## src/rtl/dmem_arbiter_pkg.sv

```systemverilog
// -----------------------------------------------------------------------------
// dmem_arbiter_pkg
// Shared types and constants for the data-memory arbiter slice.
//   rd_own_e  : registered read-owner state (who gets next cycle's mem_rdata)
//   owner_e   : combinational owner of the memory port in the current cycle
//   STARVE_LIMIT_DEFAULT : default consecutive-denial limit for the aux port
//   STARVE_W  : width of the starvation counter and of its limit input
// -----------------------------------------------------------------------------
package dmem_arbiter_pkg;

    localparam int unsigned STARVE_LIMIT_DEFAULT = 8;
    localparam int unsigned STARVE_W             = 8;

    typedef enum logic [1:0] {
        R_NONE = 2'd0,
        R_CPU  = 2'd1,
        R_AUX  = 2'd2
    } rd_own_e;

    typedef enum logic [1:0] {
        OWN_NONE = 2'd0,
        OWN_CPU  = 2'd1,
        OWN_AUX  = 2'd2
    } owner_e;

endpackage : dmem_arbiter_pkg

```

## src/rtl/arb_starve_counter.sv

```systemverilog
// -----------------------------------------------------------------------------
// arb_starve_counter
// Counts consecutive cycles in which the aux requester was denied the memory
// port. Saturates at 'limit'; 'clr' has priority over 'inc'.
// Only instantiated when DMEM_ARB_FAIRNESS_EN is defined.
// Ports:
//   clk, rst_n : clock, asynchronous active-low reset
//   inc        : aux request pending and not granted this cycle
//   clr        : aux granted or not requesting this cycle
//   limit      : saturation value (1..255)
//   at_limit   : counter has reached 'limit' (forces an aux grant upstream)
// -----------------------------------------------------------------------------
module arb_starve_counter
    import dmem_arbiter_pkg::*;
(
    input  logic                clk,
    input  logic                rst_n,
    input  logic                inc,
    input  logic                clr,
    input  logic [STARVE_W-1:0] limit,
    output logic                at_limit
);

    logic [STARVE_W-1:0] r_cnt;

    // NOTE: sequential state uses non-blocking assignments so every flop
    // samples pre-edge values regardless of block ordering.
    always_ff @(posedge clk or negedge rst_n) begin
        if (!rst_n) begin
            r_cnt <= '0;
        end else if (clr) begin
            r_cnt <= '0;
        end else if (inc && (r_cnt < limit)) begin
            r_cnt <= r_cnt + 1'b1;
        end
    end

    assign at_limit = (r_cnt == limit);

endmodule : arb_starve_counter

```

## src/rtl/dmem_arbiter.sv

```systemverilog
// -----------------------------------------------------------------------------
// dmem_arbiter
// Shares one synchronous-read data memory (1-cycle read latency) between the
// CPU EX-stage port and an auxiliary loader/debug port. The CPU normally wins;
// the aux transaction completes in the single cycle aux_gnt is high and its
// read data returns one cycle later with aux_rvalid.
//
// Build option: DMEM_ARB_FAIRNESS_EN
//   defined   : after STARVE_LIMIT consecutive denied aux cycles the aux port
//               is forced onto the memory and cpu_stall holds the CPU for that
//               cycle.
//   undefined : strict CPU priority, cpu_stall tied low, no counter.
//
// Ports:
//   clk, rst_n                     clock, asynchronous active-low reset
//   cpu_req/we/addr/wdata          CPU access request (EX stage)
//   cpu_stall                      CPU must hold PC and EX-stage signals
//   cpu_rdata                      CPU load data (WB stage), 0 when not a CPU read
//   aux_req/we/addr/wdata          aux access request, held until aux_gnt
//   aux_gnt                        aux owns the memory this cycle
//   aux_rvalid, aux_rdata          aux read data, one cycle after a read grant
//   mem_we/addr/wdata, mem_rdata   memory port (byte lanes 3..0)
// -----------------------------------------------------------------------------
module dmem_arbiter
    import dmem_arbiter_pkg::*;
#(
    parameter int unsigned STARVE_LIMIT = STARVE_LIMIT_DEFAULT
) (
    input  logic        clk,
    input  logic        rst_n,

    input  logic        cpu_req,
    input  logic [3:0]  cpu_we,
    input  logic [31:0] cpu_addr,
    input  logic [31:0] cpu_wdata,
    output logic        cpu_stall,
    output logic [31:0] cpu_rdata,

    input  logic        aux_req,
    input  logic [3:0]  aux_we,
    input  logic [31:0] aux_addr,
    input  logic [31:0] aux_wdata,
    output logic        aux_gnt,
    output logic        aux_rvalid,
    output logic [31:0] aux_rdata,

    output logic [3:0]  mem_we,
    output logic [31:0] mem_addr,
    output logic [31:0] mem_wdata,
    input  logic [31:0] mem_rdata
);

    if ((STARVE_LIMIT < 1) || (STARVE_LIMIT > 255)) begin : g_limit_check
        $error("dmem_arbiter: STARVE_LIMIT must be in 1..255");
    end

    owner_e  w_owner;
    rd_own_e r_rd_own;
    rd_own_e w_rd_own_nxt;
    logic    w_force;

    // -------------------------------------------------------------------------
    // Aux starvation / forced grant
    // -------------------------------------------------------------------------
`ifdef DMEM_ARB_FAIRNESS_EN
    logic w_at_limit;
    logic w_starve_inc;
    logic w_starve_clr;

    assign w_starve_inc = aux_req & ~aux_gnt;
    assign w_starve_clr = aux_gnt | ~aux_req;

    arb_starve_counter u_starve_counter (
        .clk      (clk),
        .rst_n    (rst_n),
        .inc      (w_starve_inc),
        .clr      (w_starve_clr),
        .limit    (STARVE_W'(STARVE_LIMIT)),
        .at_limit (w_at_limit)
    );

    // rst_n gates the force so cpu_stall reads 0 while reset is held.
    assign w_force = rst_n & aux_req & w_at_limit;
`else
    assign w_force = 1'b0;
`endif

    assign cpu_stall = w_force;

    // -------------------------------------------------------------------------
    // Current-cycle owner. Reset forces NONE so every combinational output
    // (aux_gnt, mem_*) is 0 while rst_n is low.
    // -------------------------------------------------------------------------
    // NOTE: every signal written in an always_comb gets a default first, so no
    // path leaves it unassigned and no latch is inferred.
    always_comb begin
        w_owner = OWN_NONE;
        if (!rst_n) begin
            w_owner = OWN_NONE;
        end else if (cpu_req && !w_force) begin
            w_owner = OWN_CPU;
        end else if (aux_req) begin
            w_owner = OWN_AUX;
        end
    end

    assign aux_gnt = (w_owner == OWN_AUX);

    // -------------------------------------------------------------------------
    // Memory port mux; byte enables pass through unmodified.
    // -------------------------------------------------------------------------
    always_comb begin
        mem_we    = 4'b0000;
        mem_addr  = 32'h0;
        mem_wdata = 32'h0;
        case (w_owner)
            OWN_CPU: begin
                mem_we    = cpu_we;
                mem_addr  = cpu_addr;
                mem_wdata = cpu_wdata;
            end
            OWN_AUX: begin
                mem_we    = aux_we;
                mem_addr  = aux_addr;
                mem_wdata = aux_wdata;
            end
            default: ;
        endcase
    end

    // -------------------------------------------------------------------------
    // Read-owner FSM: remembers who issued a read so the 1-cycle-late
    // mem_rdata is steered to the right requester. Writes load R_NONE.
    // -------------------------------------------------------------------------
    always_comb begin
        w_rd_own_nxt = R_NONE;
        case (w_owner)
            OWN_CPU: if (cpu_we == 4'b0000) w_rd_own_nxt = R_CPU;
            OWN_AUX: if (aux_we == 4'b0000) w_rd_own_nxt = R_AUX;
            default: ;
        endcase
    end

    always_ff @(posedge clk or negedge rst_n) begin
        if (!rst_n) begin
            r_rd_own <= R_NONE;
        end else begin
            r_rd_own <= w_rd_own_nxt;
        end
    end

    assign cpu_rdata  = (r_rd_own == R_CPU) ? mem_rdata : 32'h0;
    assign aux_rvalid = (r_rd_own == R_AUX);
    assign aux_rdata  = aux_rvalid ? mem_rdata : 32'h0;

endmodule : dmem_arbiter

```

## config.mk

```make
export PLATFORM = sky130hd
export DESIGN_NAME = dmem_arbiter
export DESIGN_NICKNAME = d
export VERILOG_FILES = /design/src/rtl/dmem_arbiter_pkg.sv /design/src/rtl/arb_starve_counter.sv /design/src/rtl/dmem_arbiter.sv
export SDC_FILE = /design/constraint.sdc
export NUM_CORES = 1
export LEC_CHECK = 0
export BUFFER_PORTS_ARGS = -buffer_cell sky130_fd_sc_hd__buf_2
export CORE_AREA = 4 4 117 119
export DETAILED_ROUTE_END_ITERATION = 8
export DIE_AREA = 0 0 121 123
export SYNTH_ARGS = -nofsm -noshare
export SYNTH_HDL_FRONTEND = slang
export SYNTH_SLANG_ARGS = --single-unit
```

## constraint.sdc

```tcl
create_clock -name clk -period 1.3 [get_ports clk]
set_input_delay 0.065 -clock clk [delete_from_list [all_inputs] [get_ports clk]]
set_output_delay 0.065 -clock clk [all_outputs]
set_load 0.01 [all_outputs]
```

# Yosys cells after proc, flatten, opt, wreduce, memory -nomap -nowiden
# Cells that the tools add are included.
dict set report totals {
  regBits 2
  inputBits 172
  elab_cells 18
}
dict set report op_classes {
  n_mux 11
  reduce_logical 2
  n_eq_ne 4
}
# op count
set op_table {}
lappend op_table {{$pmux W32 S2} 2}
lappend op_table {{$mux W32} 2}
lappend op_table {{$logic_not A4 Y1} 2}
lappend op_table {{$mux W2} 4}
lappend op_table {{$pmux W4 S2} 1}
lappend op_table {{$eq A2 B1 Y1 const B} 2}
lappend op_table {{$eq A2 B2 Y1 const B} 2}
lappend op_table {{$pmux W2 S2} 1}
lappend op_table {{$mux W1} 1}

# Longest topological paths before layout
# Gate-level depths: netlist of the first run.
dict set report depth {
  ltp_word 5
  mapped_depth 5
}

# Worst setup path after synthesis of the first run
# No wires, ideal clock.
dict set report synth_path {
  kind {reg2out}
  from {register r_rd_own[0]}
  to {output aux_rdata[10]}
  stages_incl_launch_ff 4
  setup_slack_ns 0.266
  n_path_buf 1
  t_arrival_ns 0.969
  cell_sequence {dfrtp_1 nor2b_1 clkbuf_1 and2_1}
}
dict set report synth_between {
  elab_chain_cells 2
}
# item line_no
set synth_lines {}
lappend synth_lines {{start, declared} dmem_arbiter.sv:58} ;# rd_own_e r_rd_own;
lappend synth_lines {{start signal, assigned} dmem_arbiter.sv:148} ;# r_rd_own <= w_rd_own_nxt;
lappend synth_lines {{$eq A2 B2 Y1} dmem_arbiter.sv:153} ;# assign aux_rvalid = (r_rd_own == R_AUX);
lappend synth_lines {{$mux W32} dmem_arbiter.sv:154} ;# assign aux_rdata = aux_rvalid ? mem_rdata : 32'h0;
lappend synth_lines {{end, declared} dmem_arbiter.sv:45} ;# output logic [31:0] aux_rdata,
# Every way passes these cells.

# Final worst setup path of the first run
dict set report layout_path {
  from {register r_rd_own[1]}
  to {output aux_rdata[12]}
}
# Same word-level chain as after synthesis.

==> reports/metrics.yaml, run 1 <==
global_route:
  grt_overflow: 0
  grtUsageTotal_pct: 11.09
  grt_pass1_wl_mm: 13.01
  grt_pass1_vias: 2307
  grt_max_degree: 70
  antenna_found_initial: 2
detailed_routing:
  wl_per_cell_um: 15.03
  drc: 0
  drtIter0Drc: 44
  wl_mm: 9.467
  vias: 2423
  drtPass1Iterations: 4
  ant_nets: 0
  vias_per_cell: 3.846
pwr:
  p_per_area_nw_per_um2: 406.5
  ir_drop_mv: 0.4718
  p_leak_nw: 1.948
  finalPower_w: 0.001235
worst_setup_path:
  crit_path_top_delay_cell: "dfrtp_1"
  crit_buf_inv: 2
  arrival_ns: 1.22
  critPathTopFamily: "flip-flops"
  endpoint_kind: "output pin"
  crit_path_start: "r_rd_own[1]"
  cp-start-kind: "register"
  critPathKind: "reg -> out"
  max_stage_delay_ns: 0.37
  worstPathCellList: "nor2b_2 -> buf_12 -> and2_1 -> buf_2"
  cp_max_fo: 33
  crit_required_ns: 1.24
yosys:
  syn-num-nets: 339
  syn_avg_cell_area_um2: 7.537
  yosysWarnings: 0
  ys_types: 12
  ys_ff_latch: 2
  synth_area_leaders: "a22o_1 47%, and2_1 33%, buf_6 5.4%"
  synth.largest_area_cell: "a22o_1"
  synth_seq_area_share_pct: 3.976
  syn-cell-area_um2: 1259
  netlist_instances: 167
  synth_top_area_share_pct: 46.62
sta:
  hold_violations: 0
  setup_viol: 0
  setup_tns_ns: 0
  rsz0062_at_grt: "yes"
  finalCritPeriodShare_pct: 98.48
  clock.fmax_mhz: 781.1
  drv_slew: 0
  fin_crit_ns: 1.280
layout:
  fin_cells: 630
  largest_register: "r_rd_own"
  drive_above_1_share_pct: 69.21
  nNetsFinal: 632
  antenna_cells: 0
  reg_top3: "r_rd_own: 2 flops"
  largest_register_ffs: 2
  areaGrowthSynthToFinish_pct: 141.4
die:
  die_w_um: 121
  die_height_um: 123
  die_area_um2: 14880
  coreArea_um2: 12570
  io_pins: 307
  initial_core_util_pct: 10.01
  rows: 41
clock_network:
  cts_tree: "yes"
  clkTransAtPathRegs_ns: 0.03
  cts_inserted_buffers: 3
  cts_buffer_depth: 2
  cts-htree-levels: 1
  post-cts-setup-buffer-count: 0
  root_buffer: "clkbuf_16"
  cts.sinks: 2
place:
  placed_cells: 626
  place_congestion: 0.7294
  port_buffers: 305
  place.detailed.hpwl_mm: 8.581
worst_hold_path:
  hold_class: "in -> reg"
  hold_start: "cpu_we[1]"
outcome:
  outcome: "finished clean"
job:
  drv_cap: 0
## cell families after synthesis
group                  count (synthesis)  synth area share (%)
AO/OA/AOI/OAI                         68                 47.42
flip-flops                             2                 3.976
other                                  1                0.2979
buffers and inverters                 23                 11.83
AND/OR/NAND/NOR                       73                 36.48
## layout make-up
cell class              count  area [um2]
clock buffers               3       75.07
fillers                  1415        9530
multi-input cells         142        1067
flip-flops and latches      2       50.05
well taps                 172       215.2
repair buffers            311        1630
## per-stage QoR
stage	util [%]	setup slack, ns	instance area [um2]	hold slack [ns]
6_report	24.17	0.01979	3038	0.1625
5_1_grt	24.17	-0.04312	3038	0.1767
2_1_floorplan	-	0.2656	1259	-0.2306
3_5_place_dp	23.40	0.1189	2942	-0.1308
3_3_place_gp	23.40	0.1243	2942	-0.1311
4_1_cts	24.08	-0.01087	3027	0.1583
## layout by cell type (no fill, tap or decap)
cell / n
a32o_1: 1
nor2b_1: 1
clkbuf_16: 3
a22o_1: 67
and2_2: 1
nor4_1: 2
and3b_2: 1
nor2b_2: 2
buf_12: 4
buf_6: 1
conb_1: 1
buf_4: 1
dlygate4sd3_1: 1
and2_1: 66
buf_2: 304
dfrtp_1: 2
## layer usage
layer	global-route usage (%)	vias to the layer above	wire (um)
met3	2.653	6	1102
met1	13.71	1028	3755
met2	20.35	184	4550
met5	0	-	26
met4	0.8499	4	31
li1	-	1201	-
## final timing paths
path / endpoint / slack [ns] / cells after the start
max: aux_rdata[12] / 0.02 / 4
min in group asynchronous: r_rd_own[1] / 0.20 / 2
max in group asynchronous: r_rd_own[0] / 0.98 / 2
min: r_rd_own[0] / 0.16 / 3
## cell usage after synthesis
| master | count |
|---|---|
| a22o_1 | 67 |
| a32o_1 | 1 |
| and2_1 | 67 |
| and3b_1 | 1 |
| buf_2 | 11 |
| buf_4 | 1 |
| buf_6 | 6 |
| clkbuf_1 | 5 |
| conb_1 | 1 |
| dfrtp_1 | 2 |
| nor2b_1 | 3 |
| nor4_1 | 2 |
## what timing repair did
| action | in CTS | in global routing |
|---|---|---|
| hold buffers | 1 | 0 |
| setup endpoints to repair | 9 | 64 |
| pin swaps | 0 | 0 |
| resized for setup | 0 | 3 |
| hold endpoints to repair | 2 | 0 |
## power breakdown
part / leakage, nW / switching (W) / total, W / internal (W)
Sequential: 0.0279 / 0.000000312 / 0.0000636 / 0.0000632
Clock: 0.0370 / 0.0000616 / 0.000452 / 0.000391
Combinational: 1.88 / 0.000331 / 0.000719 / 0.000388
Total: 1.95 / 0.000393 / 0.00123 / 0.000842
No activity file was read; power rests on OpenSTA's default activity.
==> inputs of run 2 (changes only) <==
- BUFFER_PORTS_ARGS: -buffer_cell sky130_fd_sc_hd__buf_2 -> -buffer_cell sky130_fd_sc_hd__buf_4
==> run 2 against run 1 <==
Net effect:
- the run now ends with negative setup slack left
- maximum frequency decreased by 2.8%
- power increased by 18%
- worst setup slack got worse by 0.037 ns
- highest routed layer unchanged
==> reports/metrics.yaml, run 2 (synthesized netlist as in run 1, its figures left out) <==
place:
  post-place-ws_ns: 0.1503
  place.detailed.hpwl_mm: 9.200
  place_congestion: 0.8109
  placed_cell_area_um2: 3692
  port_buffers: 305
layout:
  areaGrowthSynthToFinish_pct: 203.3
  reg_top3: "r_rd_own: 2 flops"
  drive_above_1_share_pct: 69.50
  nNetsFinal: 633
  fillers: 1358
  antenna_cells: 0
  final_common_cell: "buf_4"
  largest_register: "r_rd_own"
  mostFrequentLayoutCells: "305 x buf_4, 67 x a22o_1, 65 x and2_1, 3 x clkbuf_16, 3 x buf_12"
  finalInstanceArea_um2: 3817
  final-seq-area_um2: 50.05
  final_util_pct: 30.37
  multi_input_area_um2: 1080
  largest_register_ffs: 2
pwr:
  finalPower_w: 0.001461
  clkPwrFrac_pct: 31.2
  p_per_area_nw_per_um2: 382.7
  p_switching_w: 0.0004052
  p_int_w: 0.001056
  p_leak_nw: 2.110
  pwr-share-comb_pct: 64.4
  ir_drop_mv: 0.2608
  swShare_pct: 27.74
  seq_power_share_pct: 4.4
detailed_routing:
  drc: 0
  drtPass1Iterations: 4
  vias_per_cell: 3.995
  drtIter0Drc: 72
  wl_mm: 10.32
  wl_per_cell_um: 16.36
  ant_nets: 0
  vias: 2521
global_route:
  grt_overflow: 0
  grt_pass1_vias: 2613
  grt_max_degree: 70
  grtUsageTotal_pct: 12.06
  antenna_found_initial: 1
  grt_pass1_wl_mm: 14.25
clock_network:
  cts_inserted_buffers: 3
  cts-htree-levels: 1
  cts.sinks: 2
  cts_buffer_depth: 2
  clkTransAtPathRegs_ns: 0.03
  post-cts-setup-buffer-count: 0
  root_buffer: "clkbuf_16"
  cts_tree: "yes"
worst_setup_path:
  crit_required_ns: 1.24
  arrival_ns: 1.25
  endpoint_kind: "output pin"
  cp-start-kind: "register"
  cp_max_fo: 16
  critPathKind: "reg -> out"
sta:
  setup_tns_ns: -0.08852
  setup_ws_ns: -0.01760
  finalCritPeriodShare_pct: 101.4
  rsz0062_at_grt: "yes"
  fin_crit_ns: 1.318
  setup_viol: 15
  clock.fmax_mhz: 759.0
  hold_violations: 0
  drv_slew: 0
die:
  initial_core_util_pct: 10.01
  io_pins: 307
  die_w_um: 121
  rows: 41
  coreArea_um2: 12570
  die_height_um: 123
  die_area_um2: 14880
worst_hold_path:
  hold_depth: 3
  whs_endpoint: "r_rd_own[1]"
  hold_class: "in -> reg"
  hold_start: "aux_we[1]"
outcome:
  outcome: "finished, violations left"
  violations: "negative setup slack"
job:
  drv_cap: 0
==> run 2: power by group through the flow <==
stage          Sequential [W]  Clock (W)  Combinational, W
5_1_grt             0.0000638   0.000466           0.00101
3_5_place_dp        0.0000640          0          0.000949
6_report            0.0000637   0.000456          0.000941
3_3_place_gp        0.0000640          0          0.000937
4_1_cts             0.0000635   0.000462          0.000952
2_1_floorplan       0.0000640          0          0.000287
==> run 2: worst max path at each step <==
stage                           start             to  slack [ns]  cells past startpoint
after floorplan           r_rd_own[0]  aux_rdata[10]        0.27                      3
after global routing      r_rd_own[0]   cpu_rdata[7]       -0.07                      4
after global placement        cpu_req  mem_wdata[23]        0.18                      5
after detailed placement      cpu_req  mem_wdata[30]        0.15                      5
after CTS                 r_rd_own[0]  cpu_rdata[13]      -0.001                      4
final                     r_rd_own[0]  cpu_rdata[13]       -0.02                      4
==> run 2: timing repair <==
action                     CTS  global route
hold endpoints to repair     2             0
hold buffers                 1             0
gates resized for setup      2             9
gates cloned                 0             1
setup endpoints to repair   53            64
==> run 2: routing by layer <==
metal	vias up	global-route usage (%)	routed length [um]
met2	193	22.72	5253
li1	1205	-	-
met1	1115	13.12	3577
met4	2	1.912	72
met3	6	4.392	1406
met5	-	0	13
==> run 2: cell type report <==
cell class | count | share of cell area (%)
well taps | 172 | 5.637
multi-input cells | 142 | 28.29
repair buffers | 312 | 62.80
clock buffers | 3 | 1.967
flip-flops and latches | 2 | 1.311
==> run 2: critical path, stage by stage (launching register included) <==
cell	delay, ns
dfrtp_1	0.38
nor2b_4	0.22
buf_8	0.16
and2_1	0.15
buf_4	0.12
==> run 2: per-stage QoR <==
step / hold WS, ns / instances
6_report: 0.1534 / 631
5_1_grt: 0.1707 / 631
4_1_cts: 0.1526 / 630
3_5_place_dp: -0.1383 / 626
3_3_place_gp: -0.1389 / 626
2_1_floorplan: -0.2306 / 167
